**config.mk**
```make
export PLATFORM = sky130hd
export DESIGN_NAME = misr_resp_compactor
export DESIGN_NICKNAME = d
export VERILOG_FILES = /design/src/rtl/misr_pkg.sv /design/src/rtl/misr_core.sv /design/src/rtl/misr_resp_compactor.sv
export SDC_FILE = /design/constraint.sdc
export NUM_CORES = 1
export LEC_CHECK = 0
export CAP_MARGIN = 20
export CORE_MARGIN = 10
export CORE_UTILIZATION = 45
export CTS_BUF_LIST = sky130_fd_sc_hd__clkbuf_4 sky130_fd_sc_hd__clkbuf_8
export DETAILED_ROUTE_END_ITERATION = 16
export PLACE_DENSITY_LB_ADDON = 0.25
export SLEW_MARGIN = 20
export SYNTH_ARGS = -nofsm -noshare
export SYNTH_HDL_FRONTEND = slang
export SYNTH_SLANG_ARGS = --single-unit
```
**constraint.sdc**
```tcl
create_clock -name clk -period 6.25 [get_ports clk]
set_clock_uncertainty 0.1 [all_clocks]
set_input_delay 1.25 -clock clk [delete_from_list [all_inputs] [get_ports clk]]
set_output_delay 1.25 -clock clk [all_outputs]
set_load 0.01 [all_outputs]
```
**src/rtl/misr_pkg.sv**
```systemverilog
// Shared types, defaults and the MISR next-state function for the response compactor.
package misr_pkg;

  typedef enum logic [1:0] {
    S_IDLE  = 2'd0,
    S_RUN   = 2'd1,
    S_CHECK = 2'd2,
    S_DONE  = 2'd3
  } misr_state_e;

  localparam logic [7:0] MISR_POLY_DEF = 8'h1D;
  localparam logic [7:0] MISR_SEED_DEF = 8'h00;
  localparam int unsigned MISR_MAX_W   = 64;

  // Width-generic MISR step: callers widen to MISR_MAX_W and cast the result back.
  function automatic logic [MISR_MAX_W-1:0] misr_next(
    input logic [MISR_MAX_W-1:0] sig,
    input logic [MISR_MAX_W-1:0] poly,
    input logic [MISR_MAX_W-1:0] din,
    input int unsigned           sig_w
  );
    logic [MISR_MAX_W-1:0] mask;
    logic [MISR_MAX_W-1:0] shifted;
    mask    = (MISR_MAX_W'(1) << sig_w) - MISR_MAX_W'(1);
    shifted = (sig << 1) & mask;
    if (((sig >> (sig_w - 1)) & MISR_MAX_W'(1)) != '0) begin
      shifted = shifted ^ poly;
    end
    return (shifted ^ din) & mask;
  endfunction

endpackage

```
**src/rtl/misr_core.sv**
```systemverilog
// Multiple-input signature register: synchronous seed load, enable-gated fold of one response.
module misr_core
  import misr_pkg::*;
#(
  parameter int unsigned           RESP_W = 3,
  parameter int unsigned           SIG_W  = 8,
  parameter logic [SIG_W-1:0]      POLY   = SIG_W'(MISR_POLY_DEF),
  parameter logic [SIG_W-1:0]      SEED   = SIG_W'(MISR_SEED_DEF)
) (
  input  logic              clk,
  input  logic              rst,
  input  logic              i_load,
  input  logic              i_en,
  input  logic [RESP_W-1:0] i_din,
  output logic [SIG_W-1:0]  o_sig
);

  logic [SIG_W-1:0] r_sig;
  logic [SIG_W-1:0] w_sig_nxt;

  assign w_sig_nxt = SIG_W'(misr_next(MISR_MAX_W'(r_sig), MISR_MAX_W'(POLY),
                                      MISR_MAX_W'(i_din), SIG_W));

  // Seed load wins over an update so a new session always starts clean.
  always_ff @(posedge clk) begin
    if (rst) begin
      r_sig <= SEED;
    end else if (i_load) begin
      r_sig <= SEED;
    end else if (i_en) begin
      r_sig <= w_sig_nxt;
    end
  end

  assign o_sig = r_sig;

endmodule

```
**src/rtl/misr_resp_compactor.sv**
```systemverilog
// BIST response compactor: FSM, pattern counter, golden latch and final compare around misr_core.
// Define MISR_XMASK_EN to add the resp_mask X-masking input.
module misr_resp_compactor
  import misr_pkg::*;
#(
  parameter int unsigned      RESP_W = 3,
  parameter int unsigned      SIG_W  = 8,
  parameter logic [SIG_W-1:0] POLY   = SIG_W'(MISR_POLY_DEF),
  parameter logic [SIG_W-1:0] SEED   = SIG_W'(MISR_SEED_DEF),
  parameter int unsigned      CNT_W  = 16
) (
  input  logic              clk,
  input  logic              rst,
  input  logic              start,
  input  logic [CNT_W-1:0]  num_patterns,
  input  logic [SIG_W-1:0]  golden,
  input  logic              resp_valid,
  input  logic [RESP_W-1:0] resp,
`ifdef MISR_XMASK_EN
  input  logic [RESP_W-1:0] resp_mask,
`endif
  output logic              resp_ready,
  output logic              busy,
  output logic              done,
  output logic              pass,
  output logic [SIG_W-1:0]  signature
);

  misr_state_e       r_state;
  misr_state_e       w_state_nxt;
  logic [CNT_W-1:0]  r_cnt;
  logic [CNT_W-1:0]  r_num;
  logic [SIG_W-1:0]  r_golden;
  logic              r_pass;
  logic              w_load;
  logic              w_accept;
  logic [RESP_W-1:0] w_resp;

`ifdef MISR_XMASK_EN
  assign w_resp = resp & ~resp_mask;
`else
  assign w_resp = resp;
`endif

  always_comb begin
    w_state_nxt = r_state;
    w_load      = 1'b0;
    w_accept    = 1'b0;
    case (r_state)
      S_IDLE, S_DONE: begin
        if (start) begin
          w_load      = 1'b1;
          w_state_nxt = (num_patterns == '0) ? S_CHECK : S_RUN;
        end
      end
      S_RUN: begin
        w_accept = resp_valid;
        if (resp_valid && (r_cnt == r_num - CNT_W'(1))) begin
          w_state_nxt = S_CHECK;
        end
      end
      S_CHECK: w_state_nxt = S_DONE;
      default: w_state_nxt = S_IDLE;
    endcase
  end

  always_ff @(posedge clk) begin
    if (rst) begin
      r_state  <= S_IDLE;
      r_cnt    <= '0;
      r_num    <= '0;
      r_golden <= '0;
      r_pass   <= 1'b0;
    end else begin
      r_state <= w_state_nxt;
      if (w_load) begin
        r_cnt    <= '0;
        r_num    <= num_patterns;
        r_golden <= golden;
        r_pass   <= 1'b0;
      end else if (w_accept) begin
        r_cnt <= r_cnt + CNT_W'(1);
      end
      if (r_state == S_CHECK) begin
        r_pass <= (signature == r_golden);
      end
    end
  end

  misr_core #(
    .RESP_W (RESP_W),
    .SIG_W  (SIG_W),
    .POLY   (POLY),
    .SEED   (SEED)
  ) u_misr_core (
    .clk    (clk),
    .rst    (rst),
    .i_load (w_load),
    .i_en   (w_accept),
    .i_din  (w_resp),
    .o_sig  (signature)
  );

  assign resp_ready = (r_state == S_RUN);
  assign busy       = (r_state == S_RUN) || (r_state == S_CHECK);
  assign done       = (r_state == S_DONE);
  assign pass       = r_pass;

endmodule

```
# --- Word-level counts from Yosys, hierarchy flattened ---
# Index checks and enable logic that the tools add are counted.
totals:
  output_inout_bits: 12
  reg_bits: 51
  input_bits: 31
  wordCells: 35
op_classes:
  bitwise_logic: 2
  eq_ne: 7
  addsub: 2
  mux: 10
  reduce_logical: 8
op_table:
  columns: ["operator", "count"]
  rows:
  - ["$add A16 B1 Y16 const B", 1]
  - ["$eq A16 B16 Y1", 1]
  - ["$logic_not A16 Y1", 1]
  - ["$sub A16 B1 Y16 const B", 1]
  - ["$eq A8 B8 Y1", 1]
  - ["$xor A8 B3 Y8", 1]
  - ["$mux W2", 3]
  - ["$pmux W2 S3", 1]
  - ["$mux W1", 5]
  - ["$mux W5", 1]
  - ["$eq A2 B2 Y1 const B", 2]
  - ["$not A4 Y4", 1]
  - ["$reduce_or A2 Y1", 2]
  - ["$eq A2 B1 Y1 const B", 1]
  - ["$logic_not A2 Y1", 1]
  - ["$ne A2 B1 Y1 const B", 1]
  - ["$ne A2 B2 Y1 const B", 1]
  - ["$reduce_and A2 Y1", 1]
  - ["$reduce_bool A2 Y1", 1]
  - ["$logic_and A1 B1 Y1", 1]
  - ["$logic_or A1 B1 Y1", 1]

# --- Depth between registers and ports, before layout ---
# Gate-level depths: netlist (run 1).
logic_depth:
  ltp_word: 5
  depth_mapped: 10
  ltp_nobuf: 9

# --- Modules after synthesis ---
# Synthesis (run 1) repeated with hierarchy kept, for this count alone.
hier_totals:
  cells_unflattened: 338
  hier_area_um2: 2785.2
by_module_without_submodules:
  columns: ["module", "cells_each", "area_per_inst_um2", "instances", "seq_area_each_um2"]
  rows:
  - ["misr_resp_compactor", 302, 2416.1, 1, 860.8]
  - ["misr_core", 36, 369.1, 1, 160.2]

# --- Worst setup path after synthesis (run 1) ---
# Ideal clock, no wire load.
synth_timing:
  path_type: "in2reg"
  startpoint: "input port start"
  endpoint: "register r_state[0]"
  cell_stages: 7
  path_slack_ps: 3637
  setup_ps: 123
  t_required_ps: 6027
  n_path_buf: 0
  t_arrival_ps: 2390
  path_cell_list: "nand2b_1 -> nand4_1 -> nor3_1 -> nand4_1 -> nor4b_1 -> a32oi_1 -> mux2_1"
synth_via:
  elab_chain_cells: 2
synth_lines:
  columns: ["item", "line", "source"]
  rows:
  - ["start: declaration", "misr_resp_compactor.sv:14", "input logic start,"]
  - ["$ne A2 B2 Y1 (no source line)", null, null]
  - ["$reduce_and A2 Y1 (no source line)", null, null]
  - ["end signal: assignment", "misr_resp_compactor.sv:75", "r_state <= w_state_nxt;"]
  - ["end: declaration", "misr_resp_compactor.sv:29", "misr_state_e r_state;"]
# No other way between the ends.
# A chain may end at the register's enable or synchronous reset.

==> results_tabular.tex, run 1 <==
\begin{tabular}{lr}
\hline
Metric & Value \\
\hline
\multicolumn{2}{l}{\textbf{Power and ir drop}} \\
\quad Static Leakage & 1.10 nW \\
\quad Net Sw Power & 384 uW \\
\quad Cell-internal power & 646 uW \\
\quad Maximum vdd drop & 0.230 mV \\
\quad Total power per unit cell area & 326 mW/mm\^{}2 \\
\quad Power Total & 1.03 mW \\
\quad Proportion of total power due to net switching & 37.3\% \\
\quad Share of total power in the clock network & 18.4\% \\
\quad Share of power burned in registers & 40.8\% \\
\quad Combinational group share of total power & 40.8\% \\
\multicolumn{2}{l}{\textbf{Critical path}} \\
\quad Buffers and inverters on the worst path & 1 \\
\quad Peak per-stage delay on the critical path & 1.13 ns \\
\quad Reg2Reg Depth & 8 \\
\quad Critical Path Sink Type & flop \\
\quad Required time reported for the critical path endpoint & 6.31 ns \\
\quad CP Data Arrival Time & 3.39 ns \\
\quad Worst-path maximum fanout & 30 \\
\quad Slowest stage cell, crit path & clkdlybuf4s50\_1 \\
\quad Dominant delay contributor by cell family on the critical path & buffers and inverters \\
\quad Cell-by-cell trace of the critical path & clkdlybuf4s50\_1 > nand2b\_1 > o21ai\_0 \\
\quad Critical Setup Path Class & primary input to flop \\
\quad Cell depth of the worst setup path & 3 \\
\quad Element type at the critical path start & primary input \\
\multicolumn{2}{l}{\textbf{Clock network}} \\
\quad Post-cts gate resize count & 0 \\
\quad CTS tree & built \\
\quad Root buffer cell & clkbuf\_8 \\
\quad Clock transition at the register clock pins on the worst setup and hold paths after CTS & 0.09 ns \\
\quad Number of buffers added for setup after CTS & 0 \\
\quad Hold\_buf cts & 0 \\
\quad Maximum root-to-sink buffer count & 2 \\
\quad Number of CTS-inserted buffers & 5 \\
\quad Maximum level of the CTS H-tree & 2 \\
\quad Clk\_lat worst skew & 0.30 ns \\
\quad Sink count of the clock tree & 51 \\
\multicolumn{2}{l}{\textbf{STA}} \\
\quad Final-report setup violation count & 0 \\
\quad F\_max & 300 MHz \\
\quad Ratio of final minimum period to clock period & 53.4\% \\
\quad Max-Slew Margin vs Limit & 33.2\% \\
\quad Worst Tran Pin Value & 0.999 ns \\
\quad Post-layout minimum cycle time & 3.34 ns \\
\quad Post-Route Hold Slack & 0.372 ns \\
\quad Endpoints failing hold & 0 \\
\quad Final slew viol count & 0 \\
\quad Final-layout setup total negative slack & 0 ns \\
\quad Setup repair after global routing missed its margin & false \\
\multicolumn{2}{l}{\textbf{Layout}} \\
\quad Sequential standard cell area & 0.00102 sq mm \\
\quad Area growth from synthesis to final layout & 19.5\% \\
\quad Number of antenna repair diodes & 0 \\
\quad Final instance area & 0.00317 sq mm \\
\quad Final nets & 403 \\
\quad Share of layout cells above drive strength 1 & 2.99\% \\
\quad Most frequent standard cell in the layout excluding fill and tap cells & nand2\_1 \\
\quad Commonest cells after routing, fill and taps aside & nand2\_1 (73), dfxtp\_1 (51), clkdlybuf4s50\_1 (42) \\
\quad Fillers & 543 \\
\quad Finished Core Util & 56.4\% \\
\quad Multi-input gate area in the final layout & 0.00152 sq mm \\
\multicolumn{2}{l}{\textbf{Run status}} \\
\quad Status & finished clean \\
\multicolumn{2}{l}{\textbf{Yosys}} \\
\quad Leading post-synthesis cells by cell area & dfxtp\_1 (39\%), xnor2\_1 (11\%), nand2\_1 (10\%) \\
\quad Total of warnings raised by yosys & 0 \\
\quad Cell type with the largest total area after synthesis & dfxtp\_1 \\
\quad \#FFs+latches synth & 51 \\
\quad Post-Synthesis Cells & 337 \\
\quad Count of flip-flops with a built-in enable after synthesis & 0 \\
\quad Post-synth design cell area & 0.00265 sq mm \\
\quad Post-synthesis net count & 373 \\
\quad Proportion of netlist area held by the largest area contributor & 38.5\% \\
\quad Part of the Yosys area used for sequential elements & 38.5\% \\
\quad Most instantiated flip-flop cell in the synthesis netlist & dfxtp\_1 \\
\quad Distinct cell type count after synthesis & 37 \\
\quad Avg Synthesized Cell Area & 7.86 sq um \\
\quad Share of synthesized flip-flops with an asynchronous set or reset & 0\% \\
\multicolumn{2}{l}{\textbf{Routing}} \\
\quad WL per Instance & 13.4 um \\
\quad Count of nets left with antenna violations after detail routing & 0 \\
\quad Remaining routing DRC violations & 0 \\
\quad Drt pass-1 iters & 4 \\
\quad Iteration-0 DRC count of the detailed router & 81 \\
\quad Drt total wl & 5.91 mm \\
\quad Detailed-route via count & 2,234 \\
\quad DR vias/cell & 5.08 \\
\multicolumn{2}{l}{\textbf{Floorplanning}} \\
\quad Overall die area & 0.00936 sq mm \\
\quad \# rows & 27 \\
\quad Die height & 96.7 um \\
\quad Starting utilization of the core area & 47.3\% \\
\quad I/O pin count & 43 \\
\quad Die Width & 96.7 um \\
\quad CORE AREA & 0.00561 sq mm \\
\multicolumn{2}{l}{\textbf{Placement}} \\
\quad Total cell area at the placement stage & 0.00308 sq mm \\
\quad Count of input and output buffers & 42 \\
\quad Weighted congestion reported at the end of routability-driven placement & 0.819 \\
\quad Hpwl dp & 4.61 mm \\
\multicolumn{2}{l}{\textbf{Flow run}} \\
\quad Number of maximum-capacitance constraint violations & 0 \\
\multicolumn{2}{l}{\textbf{Global route}} \\
\quad GRT Residual Overflow & 0 \\
\quad Wire length of the first global-routing pass & 9.98 mm \\
\quad Global routing usage summed across all routing layers & 12.3\% \\
\quad Largest net degree at the start of global routing & 31 \\
\quad Number of antenna violations at the first check in global routing & 0 \\
\quad Vias in the first global route & 2,125 \\
\multicolumn{2}{l}{\textbf{Worst hold path}} \\
\quad Hold path cells & 2 \\
\quad HP Class & flop to flop \\
\hline
\end{tabular}
-- cells in the mapped netlist (all sizes together) (2+ instances only) --
master,instances
nand4,6
ha,5
nor4,6
inv,7
a31oi,4
nor3,7
xnor2,32
nand2,73
dfxtp,51
a21oi,33
and2,3
xor2,17
or3,5
clkbuf,14
o21ai,7
mux2,2
nor2,28
buf,5
and3,4
a211oi,4
nand3,10
nand2b,3
-- flip-flops by register name, indices dropped and copies added (netlist names) --
signal / flops
r_cnt: 16
r_num: 16
r_golden: 8
u_misr_core.o_sig: 8
r_state: 2
pass: 1
-- power by group through the flow --
| stage | clock network [mW] | registers (mW) | logic, mW |
|---|---|---|---|
| after floorplan | 0 | 0.417 | 0.320 |
| after global placement | 0 | 0.427 | 0.415 |
| after detailed placement | 0 | 0.428 | 0.423 |
| after CTS | 0.193 | 0.421 | 0.424 |
| after global routing | 0.207 | 0.429 | 0.473 |
| final | 0.189 | 0.421 | 0.420 |
-- metal layers --
metal  vias to the layer above  GRT usage (%)  share of wire (%)
met5                         -              0                  0
met4                         0           4.28                1.7
met3                        10           3.62                4.4
met2                        38           18.3                 44
met1                       993           16.4                 50
li1                       1193              -                  -
-- worst reg2reg max path, cell delays in order (launching register included) --
cell and delay, ns:
dfxtp_1 0.36, inv_1 0.07, ha_1 0.34, nand3_1 0.14
or3_1 0.35, or3_1 0.37, a221oi_2 0.34, a32oi_1 0.21
mux2_1 0.34
-- final timing paths --
check                            startpoint          end  slack, ns
worst max-delay path                    rst         pass       2.91
worst min-delay path            r_golden[7]  r_golden[7]       0.37
worst min register to register  r_golden[7]  r_golden[7]       0.37
worst max register to register     r_num[0]   r_state[1]       3.52
-- per-stage QoR --
stage                     setup slack (ns)  std cells
final                                 2.91        440
after detailed placement              2.53        432
after floorplan                       3.64        337
after global placement                2.57        432
after CTS                             2.88        440
after global routing                  2.69        440
-- cell families after synthesis --
family	count (synthesis)	share of synthesized area (%)
AOI/OAI and AO/OA	53	11.4
xor gates and xnor gates	49	16.2
adders and majority gates	5	2.36
buffers and inverters	26	4.15
DFF	51	38.5
muxes	2	0.850
and+or+nand+nor	151	26.5
-- final cells by class --
type / instances / area share [%]
clock buffer: 7 / 2.65
clock inverter: 1 / 0.158
inverter: 7 / 0.830
multi-input combinational: 260 / 48.0
sequential: 51 / 32.3
tap: 72 / 2.85
timing repair buffer: 42 / 13.3
(Power assumes the default switching activity.)
==> inputs of run 2 (changes only) <==
- clock period: 6.25 -> 2.9 ns (I/O delays scaled with it)
==> run 2 against run 1 <==
Net effect: cell area rose by 2.1%; setup slack got worse by 2.6 ns; clock-buffer cell count fell by 1; largest power group is now combinational cells.
==> results_tabular.tex, run 2 (synthesis results as in run 1) <==
\begin{tabular}{lr}
\hline
Metric & Value \\
\hline
\multicolumn{2}{l}{\textbf{Run status}} \\
\quad Status & finished clean \\
\multicolumn{2}{l}{\textbf{Critical path}} \\
\quad Peak per-stage delay on the critical path & 0.38 ns (-0.75 ns) \\
\quad Slowest stage cell, crit path & dfxtp\_1 \\
\quad Reg-to-reg critical path startpoint & r\_num[2] \\
\quad Buffers and inverters on the worst path & 0 (-1) \\
\quad Dominant delay contributor by cell family on the critical path & simple AND/OR/NAND/NOR gates \\
\quad Cell-by-cell trace of the critical path & nor3\_4 > nand3\_1 > or3\_1 > or3\_1 > a221oi\_2 > a32oi\_1 > mux2\_1 \\
\quad CP Data Arrival Time & 2.64 ns (-0.75 ns) \\
\quad Element type at the critical path start & flop \\
\quad Required time reported for the critical path endpoint & 3.00 ns (-3.31 ns) \\
\quad Most used cell along the critical path & or3\_1 \\
\quad Reg2Reg Depth & 7 (-1) \\
\quad Worst-path maximum fanout & 7 (-77\%) \\
\quad Critical Path Sink Type & flop \\
\quad Critical R2R Capture & r\_state[0] \\
\quad Reg-to-reg setup timing slack & 0.36 ns (-3.16 ns) \\
\quad Critical Setup Path Class & flop to flop \\
\multicolumn{2}{l}{\textbf{Power and ir drop}} \\
\quad Maximum vdd drop & 0.471 mV (+100\%) \\
\quad Share of power burned in registers & 39.9\% (-0.9 points) \\
\quad Cell-internal power & 1.41 mW (+120\%) \\
\quad Proportion of total power due to net switching & 37.6\% (+0.33 points) \\
\quad Net Sw Power & 852 uW (+120\%) \\
\quad Power Total & 2.26 mW (+120\%) \\
\quad Combinational group share of total power & 42.1\% (+1.3 points) \\
\quad Static Leakage & 1.14 nW (+3.5\%) \\
\quad Share of total power in the clock network & 18.0\% (-0.4 points) \\
\quad Total power per unit cell area & 700 mW/mm\^{}2 (+120\%) \\
\multicolumn{2}{l}{\textbf{Routing}} \\
\quad Remaining routing DRC violations & 0 (unchanged) \\
\quad Drt total wl & 6.03 mm (+1.9\%) \\
\quad WL per Instance & 13.4 um (-0.12\%) \\
\quad Iteration-0 DRC count of the detailed router & 98 (+21\%) \\
\quad Drt pass-1 iters & 4 (unchanged) \\
\quad DR vias/cell & 5.08 (about the same) \\
\quad Count of nets left with antenna violations after detail routing & 0 (unchanged) \\
\quad Detailed-route via count & 2,281 (+2.1\%) \\
\multicolumn{2}{l}{\textbf{Global route}} \\
\quad GRT Residual Overflow & 0 (unchanged) \\
\quad Wire length of the first global-routing pass & 10.4 mm (+4.5\%) \\
\quad Global routing usage summed across all routing layers & 12.7\% (+0.36 points) \\
\quad Number of antenna violations at the first check in global routing & 0 (unchanged) \\
\quad Vias in the first global route & 2,157 (+1.5\%) \\
\quad Largest net degree at the start of global routing & 26 (-16\%) \\
\multicolumn{2}{l}{\textbf{Layout}} \\
\quad Area growth from synthesis to final layout & 22.0\% \\
\quad Largest registers ranked by flip-flop count & r\_cnt x16, r\_num x16 \\
\quad Final nets & 412 (+2.2\%) \\
\quad Number of antenna repair diodes & 0 (unchanged) \\
\quad Fillers & 543 (unchanged) \\
\quad Most frequent standard cell in the layout excluding fill and tap cells & nand2\_1 \\
\quad Commonest cells after routing, fill and taps aside & nand2\_1 (73), dfxtp\_1 (51), clkdlybuf4s50\_1 (42) \\
\quad Share of layout cells above drive strength 1 & 5.31\% (+2.3 points) \\
\multicolumn{2}{l}{\textbf{Floorplanning}} \\
\quad \# rows & 27 (unchanged) \\
\quad Starting utilization of the core area & 47.3\% (unchanged) \\
\quad Overall die area & 0.00936 sq mm (unchanged) \\
\quad CORE AREA & 0.00561 sq mm (unchanged) \\
\quad I/O pin count & 43 (unchanged) \\
\quad Die height & 96.7 um (unchanged) \\
\quad Die Width & 96.7 um (unchanged) \\
\multicolumn{2}{l}{\textbf{Worst hold path}} \\
\quad HP Class & flop to flop \\
\quad Hold endpoint & r\_golden[4] \\
\quad Hold path cells & 2 (unchanged) \\
\quad Startpoint of the most critical hold path & r\_golden[4] \\
\multicolumn{2}{l}{\textbf{STA}} \\
\quad Post-layout minimum cycle time & 2.54 ns \\
\quad Post-Route Hold Slack & 0.370 ns (-0.00218 ns) \\
\quad Endpoints failing hold & 0 (unchanged) \\
\quad Worst Tran Pin Value & 0.602 ns (-0.397 ns) \\
\quad Max-Slew Margin vs Limit & 59.5\% (+26 points) \\
\quad Setup repair after global routing missed its margin & false \\
\quad Final-layout setup total negative slack & 0 ns (unchanged) \\
\quad Final slew viol count & 0 (unchanged) \\
\quad Final-report setup violation count & 0 (unchanged) \\
\quad Ratio of final minimum period to clock period & 87.7\% \\
\quad F\_max & 393 MHz \\
\multicolumn{2}{l}{\textbf{Clock network}} \\
\quad Clock transition at the register clock pins on the worst setup and hold paths after CTS & 0.09 ns (about the same) \\
\quad Hold\_buf cts & 0 (unchanged) \\
\quad Sink count of the clock tree & 51 (unchanged) \\
\quad Maximum level of the CTS H-tree & 2 (unchanged) \\
\quad CTS tree & built \\
\quad Number of buffers added for setup after CTS & 0 (unchanged) \\
\quad Maximum root-to-sink buffer count & 2 (unchanged) \\
\quad Number of CTS-inserted buffers & 5 (unchanged) \\
\quad Post-cts gate resize count & 0 (unchanged) \\
\quad Root buffer cell & clkbuf\_8 \\
\quad Clk\_lat worst skew & 0.30 ns (about the same) \\
\multicolumn{2}{l}{\textbf{Placement}} \\
\quad Count of input and output buffers & 42 (unchanged) \\
\quad Hpwl dp & 4.74 mm (+2.7\%) \\
\quad Weighted congestion reported at the end of routability-driven placement & 0.812 (-0.92\%) \\
\multicolumn{2}{l}{\textbf{Flow run}} \\
\quad Number of maximum-capacitance constraint violations & 0 (unchanged) \\
\hline
\end{tabular}
[run 2: cell types whose count changed in the layout (fill, tap and decap cells not counted), sizes merged]
cell      change
clkinvlp      +1
clkbuf        -1
buf           +9
[run 2: how the worst max path moves through the flow]
stage               cells past startpoint         end     start
CTS                                     7  r_state[0]  r_num[2]
floorplan                               9  r_state[0]  r_num[0]
finish                                  7  r_state[0]  r_num[2]
detailed placement                      8  r_state[1]     start
global placement                        8  r_state[1]     start
global route                            7  r_state[0]  r_num[2]
[run 2: routing by layer]
layer	GRT usage (%)	part of all wire, %
met1	17.1	51
met2	19.5	45
met3	2.91	3.4
met4	3.38	1.1
met5	0	0
[run 2: layout make-up]
type	count	area [sq um]	area share, %
Multi-Input combinational cell	260	1520	47.0
Sequential cell	51	1020	31.6
Timing Repair Buffer	51	488	15.1
Tap cell	72	90.1	2.79
Clock buffer	6	76.3	2.36
Inverter	7	26.3	0.813
Clock inverter	2	12.5	0.387
[run 2: through the flow]
stage	utilization [%]	instances	setup WS, ns	cell area [sq um]
finish	57.7	449	0.356	3230
global route	57.7	449	0.178	3230
CTS	57.7	449	0.330	3230
detailed placement	56.1	441	0.210	3140
global placement	56.1	441	0.311	3140
floorplan	-	337	0.514	2650
[run 2: power groups by stage]
| stage | clock (mW) | combinational (mW) | sequential [mW] |
|---|---|---|---|
| after floorplan | 0 | 0.690 | 0.898 |
| after global placement | 0 | 0.942 | 0.916 |
| after detailed placement | 0 | 0.956 | 0.922 |
| after CTS | 0.415 | 0.962 | 0.905 |
| after global routing | 0.445 | 1.08 | 0.923 |
| final | 0.407 | 0.953 | 0.904 |
[run 2: worst reg2reg max path, delay by kind of cell (launching register included)]
kind,cells,cell delay [ns]
AO/OA/AOI/OAI,2,0.47
flip-flops,1,0.38
AND/OR/NAND/NOR,4,1.16
multiplexers,1,0.34
==> inputs of run 3 (changes only) <==
- MAX_ROUTING_LAYER: unset -> met4
- SKIP_CTS_REPAIR_TIMING: unset -> 1
- clock period: 2.9 -> 2.3 ns (I/O delays scaled with it)
==> run 3 against run 2 <==
Net effect: the flow now finishes with violations (setup timing); global-route usage up 0.84 points; clock-buffer cell count decreased by 1; first-iteration DRC count decreased by 35%; sequential share of layout area is 1.9 points lower; largest cell class unchanged.
==> results_tabular.tex, run 3 (synthesis results as in run 1) <==
\begin{tabular}{lr}
\hline
Metric & Value \\
\hline
\multicolumn{2}{l}{\textbf{Layout}} \\
\quad Commonest cells after routing, fill and taps aside & nand2\_1 (73), dfxtp\_1 (46), clkdlybuf4s50\_1 (41) \\
\quad Largest registers ranked by flip-flop count & r\_cnt x16, r\_num x16 \\
\quad Number of antenna repair diodes & 0 (unchanged) \\
\quad Fillers & 527 (-2.9\%) \\
\quad Fin cells & 468 (+4.2\%) \\
\quad Share of layout cells above drive strength 1 & 13.9\% (+8.6 points) \\
\quad Final nets & 431 (+4.6\%) \\
\quad Area growth from synthesis to final layout & 30.5\% \\
\quad Multi-input gate area in the final layout & 0.00160 sq mm (+5.1\%) \\
\quad Sequential standard cell area & 0.00103 sq mm (+0.61\%) \\
\quad Most frequent standard cell in the layout excluding fill and tap cells & nand2\_1 \\
\multicolumn{2}{l}{\textbf{Global route}} \\
\quad Global routing usage summed across all routing layers & 13.5\% (+0.84 points) \\
\quad Number of antenna violations at the first check in global routing & 0 (unchanged) \\
\quad Vias in the first global route & 2,263 (+4.9\%) \\
\quad Largest net degree at the start of global routing & 30 (+15\%) \\
\quad Wire length of the first global-routing pass & 10.5 mm (+1.1\%) \\
\quad GRT Residual Overflow & 0 (unchanged) \\
\multicolumn{2}{l}{\textbf{Worst hold path}} \\
\quad HP Class & flop to flop \\
\multicolumn{2}{l}{\textbf{STA}} \\
\quad Post-layout minimum cycle time & 2.33 ns (-0.213 ns) \\
\quad Endpoints failing hold & 0 (unchanged) \\
\quad Final slew viol count & 0 (unchanged) \\
\quad Final worst-path setup slack & -0.0314 ns (-0.387 ns) \\
\quad Ratio of final minimum period to clock period & 101\% (+14 points) \\
\quad F\_max & 429 MHz (+9.1\%) \\
\quad Final-report setup violation count & 2 (+2) \\
\quad Worst Tran Pin Value & 0.399 ns (-0.203 ns) \\
\quad Max-Slew Margin vs Limit & 73.1\% (+14 points) \\
\quad Setup repair after global routing missed its margin & true \\
\multicolumn{2}{l}{\textbf{Routing}} \\
\quad WL per Instance & 13.4 um (-0.37\%) \\
\quad Remaining routing DRC violations & 0 (unchanged) \\
\quad Drt pass-1 iters & 4 (unchanged) \\
\quad DR vias/cell & 5.03 (-1.0\%) \\
\quad Count of nets left with antenna violations after detail routing & 0 (unchanged) \\
\quad Drt total wl & 6.26 mm (+3.8\%) \\
\quad Detailed-route via count & 2,353 (+3.2\%) \\
\quad Iteration-0 DRC count of the detailed router & 64 (-35\%) \\
\multicolumn{2}{l}{\textbf{Clock network}} \\
\quad Clk\_lat worst skew & 0.31 ns (about the same) \\
\quad CTS tree & built \\
\quad Number of CTS-inserted buffers & 5 (unchanged) \\
\quad Maximum level of the CTS H-tree & 2 (unchanged) \\
\quad Maximum root-to-sink buffer count & 2 (unchanged) \\
\quad Clock transition at the register clock pins on the worst setup and hold paths after CTS & 0.09 ns (about the same) \\
\quad Sink count of the clock tree & 51 (unchanged) \\
\quad Root buffer cell & clkbuf\_8 \\
\multicolumn{2}{l}{\textbf{Placement}} \\
\quad Count of input and output buffers & 42 (unchanged) \\
\quad Hpwl dp & 4.81 mm (+1.6\%) \\
\quad Placed cells & 460 (+4.3\%) \\
\quad Weighted congestion reported at the end of routability-driven placement & 0.862 (+6.2\%) \\
\multicolumn{2}{l}{\textbf{Power and ir drop}} \\
\quad Total power per unit cell area & 905 mW/mm\^{}2 (+29\%) \\
\quad Static Leakage & 1.28 nW (+12\%) \\
\quad Power Total & 3.13 mW (+38\%) \\
\quad Maximum vdd drop & 0.578 mV (+23\%) \\
\multicolumn{2}{l}{\textbf{Critical path}} \\
\quad Cell-by-cell trace of the critical path & inv\_1 > ha\_4 > nand3\_2 > or3\_4 > or3\_1 > a221oi\_2 > a32oi\_2 > mux2\_1 \\
\quad Required time reported for the critical path endpoint & 2.41 ns (-0.59 ns) \\
\quad Reg-to-reg setup timing slack & -0.03 ns (-0.39 ns) \\
\quad Element type at the critical path start & flop \\
\quad CP Data Arrival Time & 2.44 ns (-0.20 ns) \\
\quad Critical Setup Path Class & flop to flop \\
\quad Critical Path Sink Type & flop \\
\quad Slowest stage cell, crit path & dfxtp\_2 \\
\quad Peak per-stage delay on the critical path & 0.34 ns (-0.04 ns) \\
\quad Worst-path maximum fanout & 4 (-3) \\
\multicolumn{2}{l}{\textbf{Floorplanning}} \\
\quad Starting utilization of the core area & 47.3\% (unchanged) \\
\quad CORE AREA & 0.00561 sq mm (unchanged) \\
\quad Die Width & 96.7 um (unchanged) \\
\quad Overall die area & 0.00936 sq mm (unchanged) \\
\quad I/O pin count & 43 (unchanged) \\
\quad \# rows & 27 (unchanged) \\
\quad Die height & 96.7 um (unchanged) \\
\multicolumn{2}{l}{\textbf{Run status}} \\
\quad Status & finished with violations \\
\quad Violated checks & setup timing \\
\multicolumn{2}{l}{\textbf{Flow run}} \\
\quad Number of maximum-capacitance constraint violations & 0 (unchanged) \\
\hline
\end{tabular}
[run 3: power breakdown]
| group | switching [mW] | leakage [nW] | total (mW) | internal, mW |
|---|---|---|---|---|
| clock | 0.288 | 0.0477 | 0.497 | 0.209 |
| combinational | 0.736 | 0.812 | 1.50 | 0.763 |
| sequential | 0.124 | 0.417 | 1.13 | 1.01 |
| total | 1.15 | 1.28 | 3.13 | 1.98 |
[run 3: cell type report]
cell class	count	area share, %
Inverter	7	0.760
Tap cell	72	2.61
Timing Repair Buffer	70	18.3
Clock inverter	3	0.434
Clock buffer	5	1.99
Sequential cell	51	29.7
Multi-Input combinational cell	260	46.2
[run 3: worst paths after layout]
check,from,depth (start not counted),end
max,r_num[1],8,r_state[0]
max reg2reg,r_num[1],8,r_state[0]
min,r_golden[7],2,r_golden[7]
min reg2reg,r_golden[7],2,r_golden[7]
[run 3: worst max-delay path: cells and delay by family (launching register included)]
kind	cells	cell delay, ns
buffers and inverters	1	0.08
adder cells (fa/ha/maj)	1	0.16
flip-flops	1	0.34
multiplexers	1	0.33
AND/OR/NAND/NOR	3	0.74
AO/OA/AOI/OAI	2	0.49
[run 3: through the flow]
stage          utilization, %  setup TNS (ns)  setup WS, ns  hold slack [ns]  cell area, sq um
2_1_floorplan               -               0       0.00153            0.348              2660
3_3_place_gp             58.6          -0.336        -0.168            0.356              3290
3_5_place_dp             58.6          -0.416        -0.213            0.360              3290
4_1_cts                  60.1          -0.468        -0.194            0.372              3370
5_1_grt                  61.6          -0.235        -0.120            0.390              3460
6_report                 61.6         -0.0581       -0.0314            0.371              3460
[run 3: metal layers]
layer | wire length, um | global-route usage, % | vias to the layer above
met5 | 0 | - | -
met2 | 2850 | 20.8 | 34
met1 | 3100 | 16.8 | 1065
li1 | - | - | 1246
met3 | 214 | 3.34 | 8
met4 | 96 | 4.40 | 0
